[src/rtl/cpu_types_pkg.sv]
// Shared CPU/memory types.
//   word_t          : one data/address word
//   ramstate_t      : RAM port status (FREE/BUSY/ACCESS/ERROR)
//   busarb_state_t  : coherent_bus_arbiter FSM states
//   clog2_min1()    : index width that stays >= 1 for single-entry arrays
package cpu_types_pkg;
  localparam int WORD_BITS = 32;
  typedef logic [WORD_BITS-1:0] word_t;

  typedef enum logic [1:0] {FREE, BUSY, ACCESS, ERROR} ramstate_t;

  typedef enum logic [2:0] {IDLE, IRD, DRD, DWB, SNOOP, C2C, INV} busarb_state_t;

  function automatic int clog2_min1(int n);
    return (n > 1) ? $clog2(n) : 1;
  endfunction
endpackage

[src/rtl/rr_arbiter.sv]
// Round-robin pick: first requester at or after ptr, wrapping modulo N.
//   req   : request vector
//   ptr   : highest-priority index this round (< N)
//   gnt   : chosen index (0 when no request)
//   valid : any request present
module rr_arbiter #(
  parameter int  N  = 2,
  localparam int CW = (N > 1) ? $clog2(N) : 1
) (
  input  logic [N-1:0]  req,
  input  logic [CW-1:0] ptr,
  output logic [CW-1:0] gnt,
  output logic          valid
);
  always_comb begin
    gnt   = '0;
    valid = |req;
    // Scan from farthest to nearest so the nearest requester wins last.
    for (int k = N - 1; k >= 0; k--) begin
      if (req[(int'(ptr) + k) % N]) gnt = CW'((int'(ptr) + k) % N);
    end
  end
endmodule

[src/rtl/coherent_bus_arbiter.sv]
// N-core MSI bus arbiter: round-robin per class (instruction / data) onto one
// RAM port, snoop/invalidate fan-out, and cache-to-cache forwarding with a
// concurrent RAM writeback of the supplied line.
//   CLK/nRST                 : clock, async active-low reset
//   iREN/iaddr               : per-core instruction fetch
//   dREN/dWEN/daddr/dstore   : per-core data fill / writeback / supply data
//   cctrans/ccwrite          : coherence request (requester) or snoop ack
//   iwait/dwait              : low only on the completion cycle
//   iload/dload              : returned data
//   ccwait/ccinv/ccsnoopaddr : snoop outputs to non-granted cores
//   ramstate/ramload         : RAM status and read data
//   ramREN/ramWEN/ramaddr/ramstore : RAM request
module coherent_bus_arbiter
  import cpu_types_pkg::*;
#(
  parameter int CPUS    = 2,
  parameter int WORD_W  = 32,
  parameter int DSTARVE = 4
) (
  input  logic                         CLK,
  input  logic                         nRST,
  input  logic [CPUS-1:0]              iREN,
  input  logic [CPUS-1:0][WORD_W-1:0]  iaddr,
  input  logic [CPUS-1:0]              dREN,
  input  logic [CPUS-1:0]              dWEN,
  input  logic [CPUS-1:0][WORD_W-1:0]  daddr,
  input  logic [CPUS-1:0][WORD_W-1:0]  dstore,
  input  logic [CPUS-1:0]              cctrans,
  input  logic [CPUS-1:0]              ccwrite,
  output logic [CPUS-1:0]              iwait,
  output logic [CPUS-1:0]              dwait,
  output logic [CPUS-1:0][WORD_W-1:0]  iload,
  output logic [CPUS-1:0][WORD_W-1:0]  dload,
  output logic [CPUS-1:0]              ccwait,
  output logic [CPUS-1:0]              ccinv,
  output logic [CPUS-1:0][WORD_W-1:0]  ccsnoopaddr,
  input  ramstate_t                    ramstate,
  input  logic [WORD_W-1:0]            ramload,
  output logic [WORD_W-1:0]            ramaddr,
  output logic [WORD_W-1:0]            ramstore,
  output logic                         ramREN,
  output logic                         ramWEN
);
  localparam int CW  = clog2_min1(CPUS);
  localparam int DCW = $clog2(DSTARVE + 1);

  busarb_state_t  state_q, state_d;
  logic [CW-1:0]  gnt_q, gnt_d, sup_q, sup_d;
  logic [CW-1:0]  rrd_q, rrd_d, rri_q, rri_d;
  logic [DCW-1:0] dcount_q, dcount_d;
  logic           snp_q, snp_d;   // DRD entered from SNOOP: keep snoop outputs up
  logic           inv_q, inv_d;   // ccwrite of the requester, latched in SNOOP

  logic [CPUS-1:0] dreq;
  logic [CW-1:0]   d_gnt, i_gnt, sup_c;
  logic            d_vld, i_vld, sup_found, data_cpl, done;
  logic            snoop_on, snoop_inv;

  function automatic logic [CW-1:0] wrap_inc(logic [CW-1:0] v);
    return (int'(v) == CPUS - 1) ? '0 : v + 1'b1;
  endfunction

  assign done = (ramstate == ACCESS);
  // cctrans without dREN/dWEN is an S->M upgrade, so it joins the data class;
  // snoop acks only appear outside IDLE and are never arbitrated.
  assign dreq = dREN | dWEN | cctrans;

  rr_arbiter #(.N(CPUS)) u_arb_d (.req(dreq), .ptr(rrd_q), .gnt(d_gnt), .valid(d_vld));
  rr_arbiter #(.N(CPUS)) u_arb_i (.req(iREN), .ptr(rri_q), .gnt(i_gnt), .valid(i_vld));

  always_ff @(posedge CLK or negedge nRST) begin
    if (!nRST) begin
      state_q  <= IDLE;
      gnt_q    <= '0;
      sup_q    <= '0;
      rrd_q    <= '0;
      rri_q    <= '0;
      dcount_q <= '0;
      snp_q    <= 1'b0;
      inv_q    <= 1'b0;
    end else begin
      state_q  <= state_d;
      gnt_q    <= gnt_d;
      sup_q    <= sup_d;
      rrd_q    <= rrd_d;
      rri_q    <= rri_d;
      dcount_q <= dcount_d;
      snp_q    <= snp_d;
      inv_q    <= inv_d;
    end
  end

  always_comb begin
    state_d  = state_q;
    gnt_d    = gnt_q;
    sup_d    = sup_q;
    rrd_d    = rrd_q;
    rri_d    = rri_q;
    dcount_d = dcount_q;
    snp_d    = snp_q;
    inv_d    = inv_q;
    data_cpl = 1'b0;
    // Lowest-numbered snooped core holding the line in M.
    sup_found = 1'b0;
    sup_c     = '0;
    for (int i = CPUS - 1; i >= 0; i--) begin
      if (i != int'(gnt_q) && cctrans[i] && ccwrite[i]) begin
        sup_found = 1'b1;
        sup_c     = CW'(i);
      end
    end
    case (state_q)
      IDLE: begin
        snp_d = 1'b0;
        if (i_vld && (!d_vld || dcount_q == DCW'(DSTARVE))) begin
          gnt_d   = i_gnt;
          state_d = IRD;
        end else if (d_vld) begin
          gnt_d = d_gnt;
          if (dWEN[d_gnt])                          state_d = DWB;
          else if (dREN[d_gnt] && cctrans[d_gnt])   state_d = SNOOP;
          else if (cctrans[d_gnt])                  state_d = INV;
          else                                      state_d = DRD;
        end
      end
      IRD: begin
        if (done) begin
          state_d  = IDLE;
          rri_d    = wrap_inc(gnt_q);
          dcount_d = '0;
        end
      end
      DRD, DWB, C2C: data_cpl = done;
      SNOOP: begin
        inv_d = ccwrite[gnt_q];
        if (sup_found) begin
          sup_d   = sup_c;
          state_d = C2C;
        end else begin
          snp_d   = 1'b1;
          state_d = DRD;
        end
      end
      INV:     data_cpl = 1'b1;
      default: state_d = IDLE;
    endcase
    if (data_cpl) begin
      state_d  = IDLE;
      rrd_d    = wrap_inc(gnt_q);
      dcount_d = !(|iREN) ? '0 :
                 (dcount_q == DCW'(DSTARVE)) ? dcount_q : dcount_q + 1'b1;
    end
  end

  always_comb begin
    iwait       = '1;
    dwait       = '1;
    ccwait      = '0;
    ccinv       = '0;
    ccsnoopaddr = '0;
    ramREN      = 1'b0;
    ramWEN      = 1'b0;
    ramaddr     = '0;
    ramstore    = '0;
    snoop_on    = 1'b0;
    snoop_inv   = 1'b0;
    for (int i = 0; i < CPUS; i++) begin
      iload[i] = ramload;
      dload[i] = ramload;
    end
    case (state_q)
      IRD: begin
        ramREN  = 1'b1;
        ramaddr = iaddr[gnt_q];
        if (done) iwait[gnt_q] = 1'b0;
      end
      DRD: begin
        ramREN    = 1'b1;
        ramaddr   = daddr[gnt_q];
        snoop_on  = snp_q;
        snoop_inv = inv_q;
        if (done) dwait[gnt_q] = 1'b0;
      end
      DWB: begin
        ramWEN   = 1'b1;
        ramaddr  = daddr[gnt_q];
        ramstore = dstore[gnt_q];
        if (done) dwait[gnt_q] = 1'b0;
      end
      SNOOP: begin
        snoop_on  = 1'b1;
        snoop_inv = ccwrite[gnt_q];
      end
      C2C: begin
        // Supplier's line goes to the requester and to RAM in the same op.
        snoop_on     = 1'b1;
        snoop_inv    = inv_q;
        ramWEN       = 1'b1;
        ramaddr      = daddr[gnt_q];
        ramstore     = dstore[sup_q];
        dload[gnt_q] = dstore[sup_q];
        if (done) begin
          dwait[gnt_q] = 1'b0;
          dwait[sup_q] = 1'b0;
        end
      end
      INV: begin
        snoop_on     = 1'b1;
        snoop_inv    = 1'b1;
        dwait[gnt_q] = 1'b0;
      end
      default: ;
    endcase
    for (int i = 0; i < CPUS; i++) begin
      if (snoop_on && i != int'(gnt_q)) begin
        ccwait[i]      = 1'b1;
        ccinv[i]       = snoop_inv;
        ccsnoopaddr[i] = daddr[gnt_q];
      end
    end
  end
endmodule

[config.mk]
export PLATFORM = sky130hd
export DESIGN_NAME = coherent_bus_arbiter
export DESIGN_NICKNAME = d
export VERILOG_FILES = /design/src/rtl/cpu_types_pkg.sv /design/src/rtl/rr_arbiter.sv /design/src/rtl/coherent_bus_arbiter.sv
export SDC_FILE = /design/constraint.sdc
export NUM_CORES = 1
export LEC_CHECK = 0
export CORE_AREA = 5 5 192 194
export DETAILED_ROUTE_END_ITERATION = 8
export DIE_AREA = 0 0 197 199
export GPL_TIMING_DRIVEN = 0
export PLACE_DENSITY_LB_ADDON = 0.1
export SYNTH_ARGS = -nofsm -noshare
export SYNTH_HDL_FRONTEND = slang
export SYNTH_SLANG_ARGS = --single-unit
[constraint.sdc]
create_clock -name CLK -period 3.6 [get_ports CLK]
set_clock_uncertainty 0.1 [all_clocks]
set_input_delay 0.36 -clock CLK [delete_from_list [all_inputs] [get_ports CLK]]
set_output_delay 0.36 -clock CLK [all_outputs]
set_load 0.1 [all_outputs]
Word level (Yosys, flattened, before mapping)
Index checks and enable logic that the tools add are counted.
{ "totals": {"register_bits": 12, "latch_bits": 0, "mem_bits_rw": 0, "rom_bits": 0, "in_bits": 238, "out_inout_bits": 266, "wordCells": 150, "n_memories": 0} }
{ "op_classes": {"n_addsub": 4, "mul": 0, "div": 0, "magnitude_cmp": 9, "eq_ne": 13, "n_shift": 0, "n_mux": 76, "n_bitwise": 8, "reduce_logical": 32} }
{ "ops": {"columns": ["cell", "n"], "rows": [
  ["$mux 32", 11],
  ["$pmux 32 s2", 2],
  ["$bwmux 64", 1],
  ["$mux 64", 1],
  ["$mux 1", 37],
  ["$mux 3", 12],
  ["$demux 32 s1", 1],
  ["$eq 3x3->1 const B", 4],
  ["$pmux 3 s4", 1],
  ["$reduce_or 2->1", 6],
  ["$logic_and 1x1->1", 10],
  ["$lt 1x2->1 const B", 5],
  ["$reduce_and 2->1", 4],
  ["$reduce_bool 2->1", 4],
  ["$eq 3x2->1 const B", 2],
  ["$lt 2x3->1 const B", 2],
  ["$mux 2", 3],
  ["$ne 3x3->1 const B", 2],
  ["$pmux 1 s2", 3],
  ["$pmux 2 s3", 1],
  ["$reduce_and 3->1", 2],
  ["$reduce_or 3->1", 2],
  ["$ne 4x4->1 const B", 1],
  ["$not 2->2", 2],
  ["17 further kinds", 23]
]} }

Depth between registers and ports, before layout
Gate-level depths: netlist (run 1).
{ "depth": {"word_depth": 16, "mapped_depth": 7} }

By module
A second synthesis (run 1) with hierarchy kept.
{ "unflattened": {"cells_unflattened": 606, "area_unflattened_um2": 4262.8} }
{ "modules_own_cells": {"columns": ["module", "n_inst", "cells_per_inst", "area_per_inst_um2", "seq_area_each_um2"], "rows": [
  ["coherent_bus_arbiter", 1, 600, 4227.8, 300.3],
  ["rr_arbiter", 2, 3, 17.5, 0.0]
]} }

Worst setup path after synthesis (run 1)
OpenSTA, ideal clock, no wires.
{ "synth_timing": {"kind": "reg2out", "startpoint": "register state_q[2]", "endpoint": "output port dload[55] (netlist bit)", "arrival_time_ns": 3.192, "slack_ns": -0.052, "stages_incl_launch_ff": 7, "n_path_buf": 3, "path_cell_list": "dfrtp_1 buf_4 and3b_1 buf_2 nand2_1 buf_2 o21ai_0"} }
{ "synth_lines": {"columns": ["item", "line", "text"], "rows": [
  ["start, declared", "coherent_bus_arbiter.sv:47", "busarb_state_t state_q, state_d;"],
  ["start signal, assigned", "coherent_bus_arbiter.sv:82", "state_q <= state_d;"],
  ["end, declared", "coherent_bus_arbiter.sv:33", "output logic [CPUS-1:0][WORD_W-1:0] dload,"]
]} }

==> out/qor.yml, run 1 <==
sta:
  worst_slew_pin_slew_ns: 1.18
  fmax_mhz: 289
  post-route-period-util: 0.962
  fin_crit_ns: 3.46
  final_max_slew_viol_count: 0
  setup_slack_ns: 0.136
  hold_viol_final: 0
  setup_viol: 0
  fin_hold_ws_ns: 0.371
  rsz0062_at_grt: "false"
  max_slew_margin: 0.209
  fin_tns_setup_ns: 0
pwr:
  leakage_nw: 5.04
  power.density_nw_per_um2: 1060
  max-vdd-ir-drop_mv: 0.778
  power_mw: 10.7
clock_tree:
  cts.clk_slew.worst_paths_ns: 0.05
  cts_tree: "built"
  root_buffer: "clkbuf_16"
  cts_setup_buffers: 0
  clkLatencyLatePin_ns: 0.25
  clockBufferDepth: 2
  ctsHoldBuffers: 0
  clock-sinks: 12
  cts-htree-levels: 1
  cts_buffers: 3
routing:
  wl_per_cell_um: 22.1
  routed_wl_um: 35800
  drtAntennaViolNets: 0
  drc_errors: 0
  drt_pass1_iterations: 4
  vias: 6938
  drt-initial-drc-count: 191
  vias_per_cell: 4.28
global_route:
  grt_pass1_vias: 7255
  grt_max_degree: 13
  grt_use_total: 0.166
  grt-ovfl-total: 0
  grt_pass1_wl_um: 49500
  antenna_found_initial: 0
die:
  die_h_um: 199
  die_w_um: 197
  initial_utilization: 0.125
  row_count: 69
  core_um2: 35100
  ios: 504
  dieArea_um2: 39200
critical_path:
  r2r-start: "state_q[2]"
  startpoint: "state_q[1]"
  required_ns: 3.14
  cp.arrival_ns: 3.00
  crit_path_start_kind: "flop"
  end_kind: "output pin"
  reg2reg_slack_ns: 1.65
  critical_path.endpoint: "ccsnoopaddr[22]"
  reg2reg_depth: 5
  crit_fanout: 10
  r2r_end: "dcount_q[1]"
  path_class: "flop to output pin"
synth:
  syn_area_um2: 4400
  ys.flop_type: "dfrtp_1"
  syn_area_per_cell_um2: 6.73
  ys_types: 52
  syn_inst: 653
  ys_seq_elements: 12
  yosys.area.top_type: "mux2i_1"
  synth_top_area_share: 0.118
  ys_seq_area_frac: 0.0683
  yosys.area_share.simple: 0.250
  synth_edf_count: 0
  synth_xor_area_frac: 0.00199
  yosys.area_share.adder: 0.00569
  synth_top_family_by_area: "compound AO/OA/AOI/OAI gates"
  synthMuxAreaShare: 0.124
  synth-compound-area-share: 0.353
  synthArstFlopShare: 1.00
  yosys-top-cells-area: "mux2i_1, buf_4, and2_1, dfrtp_1, a22o_1"
  mappedNetlistNets: 893
  yosys_warnings: 0
cells_and_area:
  final_nets: 1401
  synthToLayoutAreaGrowth_pct: 130
  diodes: 0
  fillers: 3919
  fin_util: 0.289
  finalNonFillerCells: 1621
  final_area_um2: 10100
  final_common_cell: "clkdlybuf4s50_1"
  drive_above_1_share: 0.119
  layout_common_cells: "clkdlybuf4s50_1, dlygate4sd2_1, buf_4, nor2_1, dlymetal6s2s_1"
placement:
  gp_congestion: 0.780
  place_area_um2: 10000
  dp.cells: 1617
  dpl.hpwl_um: 30900
  port_buffers: 503
  place_ws_ns: 0.0504
worst_hold_path:
  worstHoldPathType: "flop to flop"
job:
  drv_cap: 0
status:
  status: "finished, final reports clean"
worst max-delay path, cell delays in order (launching register included):
cell and delay [ns]:
dfrtp_1 0.41, buf_6 0.17, a21oi_1 0.07, a21o_1 0.25, nor2_1 0.28, buf_2 0.28, and2_1 0.15, clkdlybuf4s50_1 1.13
report_power, final:
group          internal (mW)  switching (mW)
Combinational           2.34            7.89
Clock                  0.168          0.0670
Sequential             0.199          0.0570
layer usage:
layer  wire [µm]  vias up  track usage
met3        2980       16       0.0474
met4         558        0       0.0290
met2       19200      338        0.331
met5           0        -            0
met1       13000     3252        0.174
li1            -     3332            -
synthesized netlist by cell type, types with 5 or more instances:
| cell type | instances |
|---|---|
| mux2i_1 | 52 |
| a221o_1 | 16 |
| a221oi_1 | 16 |
| dfrtp_1 | 12 |
| a22o_1 | 32 |
| inv_1 | 5 |
| a21boi_0 | 13 |
| clkbuf_1 | 9 |
| o21ai_1 | 5 |
| a21oi_1 | 42 |
| nor2b_1 | 6 |
| and2_1 | 55 |
| o22ai_1 | 36 |
| o21ai_0 | 49 |
| nand2_1 | 55 |
| buf_2 | 38 |
| nor2_1 | 68 |
| buf_6 | 8 |
| buf_4 | 69 |
| nand3_1 | 12 |
what timing repair did:
item                                    CTS  global route
hold endpoints to repair                  0             0
pin swaps                                 0             0
resized for setup                        89            73
endpoints found under the setup margin   89            68
state kept, by name, indices dropped and copies added (netlist names):
register and cells:
snp_q 1, dcount_q 3, rrd_q 1, sup_q 1
state_q 3, gnt_q 1, rri_q 1, inv_q 1
worst min-delay path by stage:
| stage | cells after the start | startpoint | slack (ns) | endpoint |
|---|---|---|---|---|
| floorplan | 0 | nRST | -0.04 | dcount_q[0] |
| global placement | 2 | rri_q | 0.36 | rri_q |
| detailed placement | 2 | rri_q | 0.37 | rri_q |
| CTS | 2 | rri_q | 0.38 | rri_q |
| global route | 2 | rri_q | 0.40 | rri_q |
| finish | 2 | rri_q | 0.37 | rri_q |
area by class of cell:
| type | count | area [µm²] | area share |
|---|---|---|---|
| clock buffers | 4 | 88.8 | 0.00878 |
| multi-input cells | 508 | 3230 | 0.319 |
| well taps | 461 | 577 | 0.0570 |
| repair buffers | 503 | 5050 | 0.500 |
| plain buffers | 126 | 840 | 0.0830 |
| flip-flops and latches | 12 | 300 | 0.0297 |
| inverters | 7 | 26.3 | 0.00260 |
kinds of logic (layout without fill, tap and decap cells):
logic type,after synthesis,count (layout)
flip-flops,12,12
adder cells (fa/ha/maj),2,2
AND/OR/NAND/NOR,221,221
multiplexers,54,54
buffers and inverters,133,640
AO/OA/AOI/OAI,230,230
XOR/XNOR,1,1
Note: power is estimated with default switching activity, not from simulation.
==> run 2: changes to the inputs <==
CTS_CLUSTER_DIAMETER = 40   (was default)
PLACE_DENSITY_LB_ADDON = default   (was 0.1)
==> out/qor.yml, run 2 (synthesized netlist as in run 1, its figures left out) <==
status:
  status: "finished, final reports clean"
routing:
  drtAntennaViolNets: 0  # unchanged
  drt_pass1_iterations: 5  # +1
  vias_per_cell: 4.43  # +3.4%
  drt-initial-drc-count: 335  # +75%
  vias: 7179  # +3.5%
  drc_errors: 0  # unchanged
  routed_wl_um: 35200  # -1.6%
  wl_per_cell_um: 21.7  # -1.7%
global_route:
  grt-ovfl-total: 0  # unchanged
  grt_max_degree: 13  # unchanged
  grt_pass1_vias: 7223  # -0.44%
  grt_use_total: 0.162  # -0.00417
  grt_pass1_wl_um: 48300  # -2.4%
  antenna_found_initial: 3  # +3
pwr:
  pwr-share-clk: 0.022  # about the same
  p_sw_frac: 0.748  # +0.000826
  p_int_mw: 2.71  # +0.11%
  p_comb_frac: 0.954  # about the same
  power_switching_mw: 8.06  # +0.55%
  leakage_nw: 5.50  # +9.1%
  seqPwrFrac: 0.024  # about the same
  max-vdd-ir-drop_mv: 0.912  # +17%
  power_mw: 10.8  # +0.44%
  power.density_nw_per_um2: 1060  # about the same
sta:
  fmax_mhz: 284  # -1.6%
  worst_slew_pin_slew_ns: 1.14  # -0.0462 ns
  setup_viol: 0  # unchanged
  final_max_slew_viol_count: 0  # unchanged
  fin_hold_ws_ns: 0.394  # +0.0225 ns
  fin_crit_ns: 3.52  # +0.0558 ns
  fin_tns_setup_ns: 0  # unchanged
  post-route-period-util: 0.978  # +0.0155
  max_slew_margin: 0.240  # +0.0309
  hold_viol_final: 0  # unchanged
clock_tree:
  cts-htree-levels: 1  # unchanged
  cts.clk_slew.worst_paths_ns: 0.05  # about the same
  ctsHoldBuffers: 0  # unchanged
  clkLatencyLatePin_ns: 0.24  # about the same
  cts_tree: "built"
  clockBufferDepth: 2  # unchanged
  clock-sinks: 12  # unchanged
  root_buffer: "clkbuf_16"
  cts_buffers: 3  # unchanged
cells_and_area:
  drive_above_1_share: 0.122  # +0.00345
  finalNonFillerCells: 1622  # +0.062%
  reg_top3: "dcount_q: 3 flops, state_q: 3 flops"
  seq_area_um2: 300  # unchanged
  layout_common_cells: "clkdlybuf4s50_1, dlymetal6s2s_1, dlygate4sd2_1, buf_4, nor2_1"
  final_nets: 1401  # unchanged
  final_common_cell: "clkdlybuf4s50_1"
  multi_input_area_um2: 3230  # unchanged
  final_area_um2: 10200  # +0.49%
  fillers: 3859  # -1.5%
  synthToLayoutAreaGrowth_pct: 131
critical_path:
  crit_path_start_kind: "flop"
  path_class: "flop to output pin"
  end_kind: "output pin"
  required_ns: 3.14  # about the same
  cp.arrival_ns: 3.06  # +0.06 ns
  crit_fanout: 10  # unchanged
worst_hold_path:
  worstHoldPathType: "input pin to asynchronous set/reset pin"
placement:
  dp.cells: 1617  # unchanged
  port_buffers: 503  # unchanged
  place_area_um2: 10000  # unchanged
  dpl.hpwl_um: 30200  # -2.3%
  gp_congestion: 0.903  # +16%
die:
  initial_utilization: 0.125  # unchanged
  core_um2: 35100  # unchanged
  die_h_um: 199  # unchanged
  ios: 504  # unchanged
  dieArea_um2: 39200  # unchanged
  die_w_um: 197  # unchanged
  row_count: 69  # unchanged
job:
  drv_cap: 0  # unchanged
run 2: worst paths after layout:
kind | from | endpoint | slack (ns) | cells past startpoint
hold / removal | nRST | dcount_q[0] | 0.39 | 1
setup reg to reg | state_q[0] | state_q[1] | 1.65 | 5
hold reg to reg | snp_q | snp_q | 0.41 | 2
min in group CLK | snp_q | snp_q | 0.41 | 2
max in group asynchronous | nRST | sup_q | 2.63 | 1
setup / recovery | state_q[2] | ramaddr[0] | 0.08 | 6
run 2: power by group through the flow:
stage	clock network [mW]	logic [mW]	registers, mW
4_1_cts	0.232	10.4	0.259
3_5_place_dp	0	10.6	0.260
6_report	0.232	10.3	0.262
3_3_place_gp	0	10.6	0.257
2_1_floorplan	0	7.81	0.241
5_1_grt	0.238	10.7	0.268
run 2: metrics by stage:
step / worst slack (ns) / utilization
6_report: 0.0805 / 0.290
5_1_grt: -0.00594 / 0.290
4_1_cts: 0.00501 / 0.285
3_5_place_dp: -0.116 / 0.286
3_3_place_gp: -0.135 / 0.286
2_1_floorplan: -0.0521 / -
run 2: final cells by class:
type | count | share of cell area
Antenna cell | 1 | 0.000246
Buffer | 126 | 0.0826
Clock buffer | 4 | 0.00874
Inverter | 7 | 0.00258
Multi-Input combinational cell | 508 | 0.318
Sequential cell | 12 | 0.0295
Tap cell | 461 | 0.0567
Timing Repair Buffer | 503 | 0.502
run 2: routing by layer:
| metal | up-vias | track usage | wire, µm |
|---|---|---|---|
| met5 | - | 0 | 20 |
| met4 | 2 | 0.0403 | 921 |
| met3 | 39 | 0.0344 | 2640 |
| met2 | 406 | 0.308 | 18100 |
| met1 | 3394 | 0.184 | 13500 |
| li1 | 3338 | - | - |
run 2: critical path: stages (launching register included):
cell and delay (ns):
dfrtp_1 0.37, buf_4 0.18, inv_2 0.12, clkbuf_1 0.33, nand3b_1 0.38, o22ai_1 0.25
clkdlybuf4s50_1 1.17
run 2: what timing repair did:
item                       CTS  global route
setup buffers                0             0
pin swaps                    0             0
gates resized for setup     93           103
setup endpoints to repair   89            91
==> run 3: changes to the inputs <==
CELL_PAD_IN_SITES_DETAIL_PLACEMENT = 1   (was default)
CELL_PAD_IN_SITES_GLOBAL_PLACEMENT = 1   (was default)
CORE_AREA = 5 5 195 197   (was 5 5 192 194)
DIE_AREA = 0 0 200 202   (was 0 0 197 199)
DONT_BUFFER_PORTS = 1   (was default)
PLACE_DENSITY_LB_ADDON = 0.1   (was default)
==> out/qor.yml, run 3 (synthesized netlist as in run 1, its figures left out) <==
status:
  status: "finished, final reports clean"
worst_hold_path:
  hold_start: "dREN[0]"
  worstHoldPathType: "input pin to flop"
  hold_depth: 3
  whs_endpoint: "state_q[1]"
critical_path:
  r2r_end: "rri_q"
  r2r-start: "state_q[2]"
  crit_path_start_kind: "flop"
  crit_fanout: 10  # unchanged
  path_common_cell: "buf_4"
  worst-path-buf-inv: 3  # -1
  required_ns: 3.14  # about the same
  reg2reg_slack_ns: 0.55  # -1.10 ns
  cpMaxStageDelayCell: "nor2_2"
  reg2reg_depth: 6  # +1
  path_class: "flop to output pin"
  cp.arrival_ns: 3.04  # -0.02 ns
  worstPathCellList: "buf_4, buf_6, nor3b_4, buf_4, a221oi_1, nor2_2"
  crit_family: "simple AND/OR/NAND/NOR gates"
  slowest_delay_ns: 0.99  # -0.18 ns
  end_kind: "output pin"
routing:
  vias: 5277  # -26%
  dr_wl_met3_um: 2780  # +5.3%
  met2WireLength_um: 17500  # -3.5%
  routed_wl_um: 32300  # -8.0%
  drt-initial-drc-count: 181  # -46%
  wirelength_met1_um: 10900  # -19%
  drt_pass1_iterations: 4  # -1
  wl_per_cell_um: 28.7  # +32%
  drtAntennaViolNets: 0  # unchanged
  drc_errors: 0  # unchanged
  highest_layer: "met4"
  vias_per_cell: 4.68  # +5.7%
sta:
  max_slew_margin: 0.103  # -0.137
  fin_hold_ws_ns: 0.290  # -0.104 ns
  final_max_slew_viol_count: 0  # unchanged
  post-route-period-util: 0.971  # -0.00662
  fmax_mhz: 286  # +0.68%
  worst_slew_pin_slew_ns: 1.35  # +0.212 ns
  hold_viol_final: 0  # unchanged
  setup_viol: 0  # unchanged
  fin_crit_ns: 3.50  # -0.0238 ns
  rsz0062_at_grt: "true"
clock_tree:
  root_buffer: "clkbuf_16"
  cts_buffers: 3  # unchanged
  cts.clk_slew.worst_paths_ns: 0.05  # about the same
  clock-sinks: 12  # unchanged
  clkLatencyLatePin_ns: 0.24  # about the same
  cts_tree: "built"
  clockBufferDepth: 2  # unchanged
  cts-htree-levels: 1  # unchanged
  cts_setup_buffers: 0  # unchanged
placement:
  gp_congestion: 0.879  # -2.7%
  dpl.hpwl_um: 28300  # -6.5%
  port_buffers: 0  # -100%
die:
  core_um2: 36100  # +2.9%
  die_h_um: 202  # +1.5%
  row_count: 70  # +1.4%
  ios: 504  # unchanged
  dieArea_um2: 40400  # +3.1%
  die_w_um: 200  # +1.5%
  initial_utilization: 0.122  # -0.00359
cells_and_area:
  diodes: 0  # -1
  reg_top3: "dcount_q: 3 flops, state_q: 3 flops"
  final_common_cell: "buf_4"
  fin_util: 0.156  # -0.134
  drive_above_1_share: 0.389  # +0.267
  final_nets: 901  # -36%
  layout_common_cells: "buf_4, nand2_1, mux2i_1, and2_1, nor2_1"
  fillers: 4333  # +12%
  synthToLayoutAreaGrowth_pct: 28.0
global_route:
  grt_use_total: 0.146  # -0.0158
  grt_pass1_vias: 6059  # -16%
  grt-ovfl-total: 0  # unchanged
  grt_max_degree: 13  # unchanged
  grt_pass1_wl_um: 44400  # -8.1%
  antenna_found_initial: 0  # -3
job:
  drv_cap: 0  # unchanged
run 3: cell types whose count changed in the layout (fill, tap and decap cells not counted), sizes merged, moves of 2 or more:
| cell | delta |
|---|---|
| clkdlybuf4s50 | -332 |
| dlymetal6s2s | -82 |
| dlygate4sd2 | -79 |
| clkbuf | -8 |
| buf | +2 |
| clkdlybuf4s15 | -2 |
run 3: tightest hold or removal path: cells and delay by family:
| kind | cells | cell delay (ns) |
|---|---|---|
| AOI/OAI and AO/OA | 1 | 0.07 |
| and+or+nand+nor | 2 | 0.16 |
run 3: repair_timing:
| action | in CTS | in global routing |
|---|---|---|
| endpoints found under the hold margin | 12 | 0 |
| cloned | 0 | 0 |
| resized for setup | 1 | 18 |
| setup endpoints to repair | 1 | 25 |
| hold buffers | 1 | 0 |
run 3: metal layers:
layer,track usage,vias to the layer above
met5,0,-
met4,0.0475,0
met3,0.0345,28
met2,0.290,357
met1,0.147,2560
li1,-,2332
run 3: worst max-delay path by stage:
| stage | startpoint | endpoint | slack (ns) | cells after the start |
|---|---|---|---|---|
| floorplan | state_q[2] | dload[55] | -0.05 | 6 |
| global placement | sup_q | dload[63] | -0.95 | 4 |
| detailed placement | state_q[0] | dload[24] | 0.28 | 6 |
| CTS | state_q[0] | dload[31] | 0.006 | 6 |
| global route | state_q[0] | dload[55] | -0.04 | 5 |
| finish | state_q[2] | ramaddr[24] | 0.10 | 6 |
run 3: per-stage QoR:
stage,area [µm²],worst slack [ns],TNS (ns),instances
6_report,5630,0.104,0,1128
5_1_grt,5630,-0.0404,-0.239,1128
4_1_cts,5550,0.00578,0,1128
3_5_place_dp,5440,0.278,0,1123
3_3_place_gp,4980,-0.945,-24.64,1121
2_1_floorplan,4400,-0.0521,-0.715,653
run 3: layout make-up:
class                   count  area (µm²)  share of cell area
flip-flops and latches     12         300              0.0534
inverters                   7        26.3             0.00467
multi-input cells         508        3750               0.666
clock buffers               4        88.8              0.0158
repair buffers              3        40.0             0.00712
plain buffers             126         840               0.149
well taps                 468         586               0.104
Power of run 3 is not shown: default switching activity piles up to over one toggle a cycle in this logic, so the estimate is an artifact.
